**src/rtl/tv80_bus_tracer.sv**
```systemverilog
// Passive tv80 bus-cycle tracer: classifies each completed bus cycle and queues one record in a show-ahead FIFO.
// Latency: a strobe release sampled at edge N pushes a record at edge N+1; the head is visible after that edge.
// Backpressure: a pop happens on trc_valid & trc_ready; a push into a full FIFO is dropped unless the same edge pops.
module tv80_bus_tracer #(
  parameter int DEPTH = 16,
  parameter int CW    = 32
) (
  input  logic                     clk,
  input  logic                     reset,
  input  logic                     clr,
  input  logic                     m1_n,
  input  logic                     mreq_n,
  input  logic                     iorq_n,
  input  logic                     rd_n,
  input  logic                     wr_n,
  input  logic                     rfsh_n,
  input  logic [15:0]              A,
  input  logic [7:0]               di,
  input  logic [7:0]               dout,
  output logic                     trc_valid,
  input  logic                     trc_ready,
  output logic [2:0]               trc_kind,
  output logic [15:0]              trc_addr,
  output logic [7:0]               trc_data,
  output logic [$clog2(DEPTH):0]   level,
  output logic                     overflow,
  output logic [CW-1:0]            cnt_m1,
  output logic [CW-1:0]            cnt_rfsh,
  output logic [CW-1:0]            cnt_drop
);

  localparam int AW = $clog2(DEPTH);
  localparam int LW = AW + 1;

  localparam logic [2:0] K_FETCH = 3'd0;
  localparam logic [2:0] K_MEMRD = 3'd1;
  localparam logic [2:0] K_MEMWR = 3'd2;
  localparam logic [2:0] K_IORD  = 3'd3;
  localparam logic [2:0] K_IOWR  = 3'd4;
  localparam logic [2:0] K_INTA  = 3'd5;

  typedef struct packed {
    logic        m1_n;
    logic        mreq_n;
    logic        iorq_n;
    logic        rd_n;
    logic        wr_n;
    logic        rfsh_n;
    logic [15:0] addr;
    logic [7:0]  di;
    logic [7:0]  dout;
  } bus_t;

  typedef struct packed {
    logic [2:0]  kind;
    logic [15:0] addr;
    logic [7:0]  data;
  } rec_t;

  // Idle bus: every strobe deasserted, buses zero.
  localparam bus_t BUS_IDLE = '{m1_n: 1'b1, mreq_n: 1'b1, iorq_n: 1'b1, rd_n: 1'b1,
                                wr_n: 1'b1, rfsh_n: 1'b1, addr: 16'h0, di: 8'h0, dout: 8'h0};

  bus_t            r_s;
  bus_t            r_p;
  rec_t            r_mem [DEPTH];
  rec_t            r_head;
  logic            r_valid;
  logic [AW-1:0]   r_wptr;
  logic [AW-1:0]   r_rptr;
  logic [LW-1:0]   r_level;
  logic            r_ovf;
  logic [CW-1:0]   r_cnt_m1;
  logic [CW-1:0]   r_cnt_rfsh;
  logic [CW-1:0]   r_cnt_drop;

  logic [5:0]      w_p_k;
  logic [5:0]      w_s_k;
  logic [2:0]      w_kind;
  logic            w_p_any;
  logic            w_end;
  rec_t            w_rec;
  logic            w_rfsh_rise;
  logic            w_pop;
  logic            w_full;
  logic            w_push;
  logic            w_drop;
  logic [LW-1:0]   w_lvl_after_pop;
  logic [LW-1:0]   w_lvl_nxt;
  logic [AW-1:0]   w_rptr_nxt;

  // One bit per cycle kind whose full strobe set is asserted.
  function automatic logic [5:0] kinds_of(input logic m1, input logic mreq, input logic iorq,
                                          input logic rd, input logic wr);
    logic [5:0] k;
    k          = '0;
    k[K_FETCH] = ~m1 & ~mreq & ~rd;
    k[K_MEMRD] =  m1 & ~mreq & ~rd;
    k[K_MEMWR] = ~mreq & ~wr;
    k[K_IORD]  =  m1 & ~iorq & ~rd;
    k[K_IOWR]  = ~iorq & ~wr;
    k[K_INTA]  = ~m1 & ~iorq;
    return k;
  endfunction

  // Classify P by priority and detect that its defining strobes have released in S.
  always_comb begin
    w_p_k   = kinds_of(r_p.m1_n, r_p.mreq_n, r_p.iorq_n, r_p.rd_n, r_p.wr_n);
    w_s_k   = kinds_of(r_s.m1_n, r_s.mreq_n, r_s.iorq_n, r_s.rd_n, r_s.wr_n);
    w_kind  = K_FETCH;
    w_p_any = 1'b1;
    if (w_p_k[K_INTA])       w_kind = K_INTA;
    else if (w_p_k[K_FETCH]) w_kind = K_FETCH;
    else if (w_p_k[K_IOWR])  w_kind = K_IOWR;
    else if (w_p_k[K_IORD])  w_kind = K_IORD;
    else if (w_p_k[K_MEMWR]) w_kind = K_MEMWR;
    else if (w_p_k[K_MEMRD]) w_kind = K_MEMRD;
    else                     w_p_any = 1'b0;
    w_end       = w_p_any & ~w_s_k[w_kind];
    w_rec.kind  = w_kind;
    w_rec.addr  = r_p.addr;
    w_rec.data  = (w_kind == K_MEMWR || w_kind == K_IOWR) ? r_p.dout : r_p.di;
    w_rfsh_rise = (~r_s.rfsh_n & ~r_s.mreq_n) & ~(~r_p.rfsh_n & ~r_p.mreq_n);
  end

  // FIFO bookkeeping: pop is judged on the registered head, a full FIFO only accepts when popping.
  always_comb begin
    w_pop           = r_valid & trc_ready;
    w_full          = (r_level == LW'(DEPTH));
    w_push          = w_end & (~w_full | w_pop);
    w_drop          = w_end & w_full & ~w_pop;
    w_lvl_after_pop = r_level - LW'(w_pop);
    w_lvl_nxt       = w_lvl_after_pop + LW'(w_push);
    w_rptr_nxt      = r_rptr + AW'(w_pop);
  end

  // Two-deep bus sampling pipeline; returns to idle on reset or clear so in-flight cycles vanish.
  always_ff @(posedge clk or posedge reset) begin
    if (reset) begin
      r_s <= BUS_IDLE;
      r_p <= BUS_IDLE;
    end else if (clr) begin
      r_s <= BUS_IDLE;
      r_p <= BUS_IDLE;
    end else begin
      r_s <= '{m1_n: m1_n, mreq_n: mreq_n, iorq_n: iorq_n, rd_n: rd_n, wr_n: wr_n,
               rfsh_n: rfsh_n, addr: A, di: di, dout: dout};
      r_p <= r_s;
    end
  end

  // Record storage; no reset needed since occupancy gates every read.
  always_ff @(posedge clk) begin
    if (w_push && !clr) r_mem[r_wptr] <= w_rec;
  end

  // Pointers, occupancy and the registered show-ahead head (holds its last value when empty).
  always_ff @(posedge clk or posedge reset) begin
    if (reset) begin
      r_wptr  <= '0;
      r_rptr  <= '0;
      r_level <= '0;
      r_valid <= 1'b0;
      r_head  <= '0;
    end else if (clr) begin
      r_wptr  <= '0;
      r_rptr  <= '0;
      r_level <= '0;
      r_valid <= 1'b0;
      r_head  <= '0;
    end else begin
      if (w_push) r_wptr <= r_wptr + AW'(1);
      r_rptr  <= w_rptr_nxt;
      r_level <= w_lvl_nxt;
      if (w_lvl_nxt == '0) begin
        r_valid <= 1'b0;
      end else begin
        r_valid <= 1'b1;
        // A push into a FIFO that is empty after this edge's pop becomes the head directly.
        r_head  <= (w_lvl_after_pop == '0) ? w_rec : r_mem[w_rptr_nxt];
      end
    end
  end

  // Free-running event counters and the sticky overflow flag.
  always_ff @(posedge clk or posedge reset) begin
    if (reset) begin
      r_cnt_m1   <= '0;
      r_cnt_rfsh <= '0;
      r_cnt_drop <= '0;
      r_ovf      <= 1'b0;
    end else if (clr) begin
      r_cnt_m1   <= '0;
      r_cnt_rfsh <= '0;
      r_cnt_drop <= '0;
      r_ovf      <= 1'b0;
    end else begin
      if (w_end && w_kind == K_FETCH) r_cnt_m1 <= r_cnt_m1 + CW'(1);
      if (w_rfsh_rise)                r_cnt_rfsh <= r_cnt_rfsh + CW'(1);
      if (w_drop) begin
        r_cnt_drop <= r_cnt_drop + CW'(1);
        r_ovf      <= 1'b1;
      end
    end
  end

  assign trc_valid = r_valid;
  assign trc_kind  = r_head.kind;
  assign trc_addr  = r_head.addr;
  assign trc_data  = r_head.data;
  assign level     = r_level;
  assign overflow  = r_ovf;
  assign cnt_m1    = r_cnt_m1;
  assign cnt_rfsh  = r_cnt_rfsh;
  assign cnt_drop  = r_cnt_drop;

endmodule
```
**config.mk**
```make
export PLATFORM = sky130hd
export DESIGN_NAME = tv80_bus_tracer
export DESIGN_NICKNAME = d
export VERILOG_FILES = /design/src/rtl/tv80_bus_tracer.sv
export SDC_FILE = /design/constraint.sdc
export NUM_CORES = 1
export LEC_CHECK = 0
export ABC_AREA = 0
export CAP_MARGIN = 0
export CORE_AREA = 2 2 301 303
export CTS_CLUSTER_DIAMETER = 80
export DETAILED_ROUTE_END_ITERATION = 10
export DIE_AREA = 0 0 303 305
export PLACE_DENSITY = 0.47
export SLEW_MARGIN = 30
export SYNTH_ARGS = -nofsm -noshare
export SYNTH_HDL_FRONTEND = slang
export SYNTH_SLANG_ARGS = --single-unit
```
**constraint.sdc**
```tcl
create_clock -name clk -period 16.2 [get_ports clk]
set_clock_uncertainty 0.05 [all_clocks]
set_input_delay 4.05 -clock clk [delete_from_list [all_inputs] [get_ports clk]]
set_output_delay 4.05 -clock clk [all_outputs]
set_load 0.005 [all_outputs]
```
; ---- Word level (Yosys, flattened, before mapping)
; Memory sizes are Yosys's and may differ from the RTL's.
; Index checks and enable logic that the tools add are counted.
[op_classes]
add_sub_neg = 7
n_bitwise = 43
n_reduce_logical = 11
mux = 36
n_eq_ne = 4
magnitude_cmp = 1
[ops]
columns = operator, count
row1 = 32-bit two-way mux, 6
row2 = 32-bit by 1-bit adder with 32-bit output (second input constant), 3
row3 = 27-bit two-way mux, 3
row4 = 38-bit two-way mux, 2
row5 = 1-bit bitwise AND, 26
row6 = 1-bit inverter, 16
row7 = 1-bit two-way mux, 14
row8 = 4-bit two-way mux, 3
row9 = 5-bit zero test, 2
row10 = 3-bit two-way mux, 3
row11 = 8-bit two-way mux, 1
row12 = 2-bit nonzero test, 4
row13 = 5-bit by 1-bit adder with 5-bit output, 1
row14 = 5-bit equality test (second input constant), 1
row15 = 5-bit two-way mux, 1
row16 = 5-bit by 1-bit subtractor with 5-bit output, 1
row17 = 4-bit by 1-bit adder with 4-bit output, 1
row18 = 4-bit by 1-bit adder with 4-bit output (second input constant), 1
row19 = 3-bit by 4-bit less-than comparator with 1-bit output (second input constant), 1
row20 = 2-bit two-way mux, 2
row21 = 1-bit binary-select mux with 3-bit select, 1
row22 = 3-bit by 2-bit equality test with 1-bit output (second input constant), 1
row23 = 3-bit equality test (second input constant), 1
row24 = 3-bit zero test, 1
row25 = other kinds (5), 6
[word_totals]
register_bits = 214
n_memories = 1
out_inout_bits = 130
ramBits = 432
wordCells = 132
inputBits = 42
[mem_list]
columns = memory, words, word_bits, rd, rd_ports_with_merged_regs, wr, line_no
row1 = r_mem, 16, 27, 1, 0, 1, 66  ; rec_t r_mem [DEPTH];

; ---- Longest topological paths before layout
[logic_depth]
ltp_word = 18
depth_mapped = 18
mapped_depth_nobuf = 14

; ---- Least setup slack after synthesis
; OpenSTA, ideal clock, no wires.
[synth_path]
path_kind = input to register
from = input clr
to = memory r_mem[0][0] (netlist bit), enable pin
required_time_ns = 15.705
path_stages = 4
arrival_ns = 6.620
path_buffers = 2
setup_ns = 0.445
setup_slack_ns = 9.085
path_cell_list = clkbuf_1 -> or2_2 -> buf_1 -> nor3_1
[synth_via]
elab_chain_cells = 4
[synth_lines]
columns = element, line_no
row1 = "start, declared", 10  ; input logic clr,
row2 = 1-bit zero test, 154  ; if (w_push && !clr) r_mem[r_wptr] <= w_rec;
row3 = 1-bit logical AND, 154
row4 = 1-bit two-way mux, 154
row5 = 1-bit two-way mux (implied by the code), 154
row6 = "end, declared", 66
; No other way between the ends.

; ---- Final worst setup path
[layout_path]
from = input trc_ready
to = register r_head (netlist bit trc_kind[1])
[layout_via]
elab_chain_cells = 6
word_cells_on_any_way = 13
cone_classes = 3 x add/sub / 1 x eq/ne / 3 x mux / 3 x bitwise / 2 x reduce/logical / 1 x memory
[layout_lines]
columns = element, line_no
row1 = "start, declared", 21  ; input logic trc_ready,
row2 = 1-bit bitwise AND (*), 128  ; w_pop = r_valid & trc_ready;
row3 = branches (longest 5 deep; another with 5-bit by 1-bit subtractor with 5-bit output), -
row4 = "end signal, assigned", 180  ; r_head <= (w_lvl_after_pop == '0) ? w_rec : r_mem[w_rptr_nxt];
row5 = "end, declared", 67  ; rec_t r_head;
; Every way passes the cells marked *. The select of a mux whose other input is x is not followed.
; A chain may end at the register's enable or synchronous reset.

==> qor.txt <==
Startpoint types -> primary input
Via Count -> 15700
Cell family with most CP delay -> simple AND/OR/NAND/NOR gates
H-tree depth -> 3
Routed WL per cell -> 22.6 um
Share of cells above drive strength 1 -> 0.174
GRT met2 Usage -> 0.267
Async SR Flop Fraction -> 0.331
Port bufs -> 171
Post-DP HPWL -> 39.4 mm
Fill cells -> 8411
Clock Sinks -> 646
Hold Buf Count CTS -> 0
Number of global-route vias before repair -> 16300
# rows -> 110
Number of synthesized flops with an enable pin -> 432
Chip width -> 303 um
Worst path cell trace -> clkdlybuf4s50_1 -> a211oi_1 -> nand2_1 -> nand2_1 -> inv_2 -> ha_1 -> ha_1 -> nand3b_1 -> a41oi_1 -> xnor2_1 -> nor3_4 -> buf_4 -> a2111oi_0 -> nor3_1
Max IR drop VDD -> 0.0992 mV
Die Ht -> 305 um
Post-synth net total -> 1807
Unrepaired setup endpoints after global routing -> false
Detailed Route Iter0 Violations -> 1341
Most frequent cells in the layout -> 432 x edfxtp_1, 202 x dfrtp_1, 170 x clkdlybuf4s50_1
Post-CTS Setup Inserts -> 0
Final instance area -> 32300 sq um
Min-Delay Path Class -> reg2reg
Initial Utilization -> 0.297
Violated checks -> DRC
Sw Ratio -> 0.279
Status -> finished, violations left
Switch Pwr -> 1.23 mW
Slowest stage cell, crit path -> nand2_1
Largest fanout on the critical path -> 28
Routed vias/inst -> 4.94
Post-DP Area -> 29800 sq um
Worst setup EP type -> flip-flop
Sequential area share after synthesis -> 0.691
Power Density -> 136 nW/um^2
CTS Buffer Depth -> 3
Commonest non-fill, non-tap cell in the layout -> edfxtp_1
Final WL -> 71.6 mm
Syn Inst Count -> 1752
Measured slew at the worst slew-check pin -> 0.951 ns
GRT busiest layer -> met2
I/O pin count -> 172
Bufs and invs on worst path -> 3
Die area -> 92400 sq um
Worst-Skew Late Latency -> 0.62 ns
DRT antenna net count -> 0
Netlist cell types -> 69
FF/Latch Area -> 18300 sq um
Mapped Avg Cell Area -> 15.1 sq um
Flop pwr share -> 0.421
First-pass iteration count of the detailed router -> 8
Combinational share of power -> 0.199
Yosys reg bits -> 646
Clock-pin slew on the worst setup and hold paths -> 0.06 ns
Critical path arrival -> 8.31 ns
Worst Path Required -> 16.61 ns
Post-route setup TNS -> 0 ns
Pins Over Slew Limit -> 0
Max cap viols -> 0
Primary FF master, synth -> edfxtp_1
All-Layer GR Usage -> 0.156
Post-Syn Area -> 26500 sq um
Peak Freq -> 127 MHz
Root Buffer -> clkbuf_16
Final hold vios -> 0
Grt met1 use -> 0.199
Leak Pwr -> 11.1 nW
Post-CTS sizing -> 0
Final min period -> 7.90 ns
Multi-input logic area -> 7830 sq um
Max incr delay on CP -> 0.74 ns
Largest net degree at the start of global routing -> 120
Area delta synth->final -> 21.6%
Initial antenna violation count -> 3
Met3 usage -> 0.0252
Core Area -> 89300 sq um
Post-route DRC -> 4
Worst slew margin -> 0.364
Int Power -> 3.17 mW
Clock power frac -> 0.380
Global-route wire length before repair -> 107 mm
Yosys Warn Count -> 0
CTS tree -> yes
Critical path type -> in2reg
GPL Wtd Cong -> 0.729
Tcrit/Tclk final -> 0.488
Final setup vio count -> 0
Num CTS Buffers -> 73
Remaining Overflow, GRT -> 0
Nets@finish -> 1992
-- per-stage QoR --
step	power, mW	std cells	util	hold WS (ns)	setup WS [ns]
after floorplan	2.43	1752	-	0.389	6.27
after global placement	2.75	3036	0.333	0.400	7.96
after detailed placement	2.79	3037	0.333	0.398	7.68
after CTS	4.47	3170	0.361	0.411	8.32
after global routing	4.59	3172	0.361	0.430	7.89
final	4.40	3172	0.361	0.408	8.30
-- registers in the layout, summed over array words and instances, names as in the netlist --
| name | flops |
|---|---|
| trc_valid | 1 |
| overflow | 1 |
| trc_addr | 16 |
| r_rptr | 4 |
| trc_data | 8 |
| r_wptr | 4 |
| r_s | 38 |
| r_mem | 432 |
| cnt_rfsh | 32 |
| level | 5 |
| r_p | 38 |
| cnt_m1 | 32 |
| trc_kind | 3 |
| cnt_drop | 32 |
-- final timing paths --
check	from	to	slack (ns)	depth (start not counted)
max reg2reg	r_p[33]$_DFF_PP1_	trc_kind[1]$_DFFE_PP0P_	10.60	15
max in group asynchronous	reset	cnt_m1[18]$_DFFE_PP0P_	11.06	3
max	trc_ready	trc_kind[1]$_DFFE_PP0P_	8.30	14
min reg2reg	r_s[10]$_DFF_PP0_	r_p[10]$_DFF_PP0_	0.41	1
min	r_s[10]$_DFF_PP0_	r_p[10]$_DFF_PP0_	0.41	1
min in group asynchronous	reset	r_s[13]$_DFF_PP0_	3.89	2
-- cell families after synthesis --
family                     synth area share
muxes                                 0.102
AOI/OAI and AO/OA                    0.0535
DFF                                   0.691
xor gates and xnor gates             0.0155
and+or+nand+nor                       0.110
adders and majority gates           0.00613
buffers and inverters                0.0207
-- synth_stat cells, types with 29 or more instances --
master	instances	area, sq um
nand3_1	40	200
nor3_1	45	225
inv_1	29	109
nand2_1	146	548
nor2b_1	78	488
xnor2_1	31	272
dfrtp_1	202	5050
edfxtp_1	432	13000
or4_1	29	218
nor2_1	101	379
o31ai_1	31	233
mux4_2	108	2430
a21oi_1	97	485
clkbuf_1	69	259
-- power by group through the flow --
stage                     registers [mW]  clock network, mW  logic (mW)
after floorplan                     1.86                  0       0.569
after global placement              1.89                  0       0.868
after detailed placement            1.89                  0       0.900
after CTS                           1.85               1.72       0.901
after global routing                1.86               1.78       0.961
final                               1.85               1.67       0.877
-- metal layers --
metal | routed length, um | up-vias
met3 | 3080 | 106
met4 | 1720 | 2
met2 | 36200 | 307
met1 | 30500 | 8205
li1 | - | 7055
met5 | 13 | -
-- area by class of cell --
| class | count | share of cell area |
|---|---|---|
| sequential | 646 | 0.569 |
| multi-input combinational | 976 | 0.243 |
| timing repair buffer | 209 | 0.0633 |
| clock buffer | 95 | 0.0625 |
| tap | 1176 | 0.0456 |
| clock inverter | 38 | 0.0129 |
| inverter | 31 | 0.00400 |
| antenna | 1 | 0.0000776 |
No activity file was read; power rests on OpenSTA's default activity.
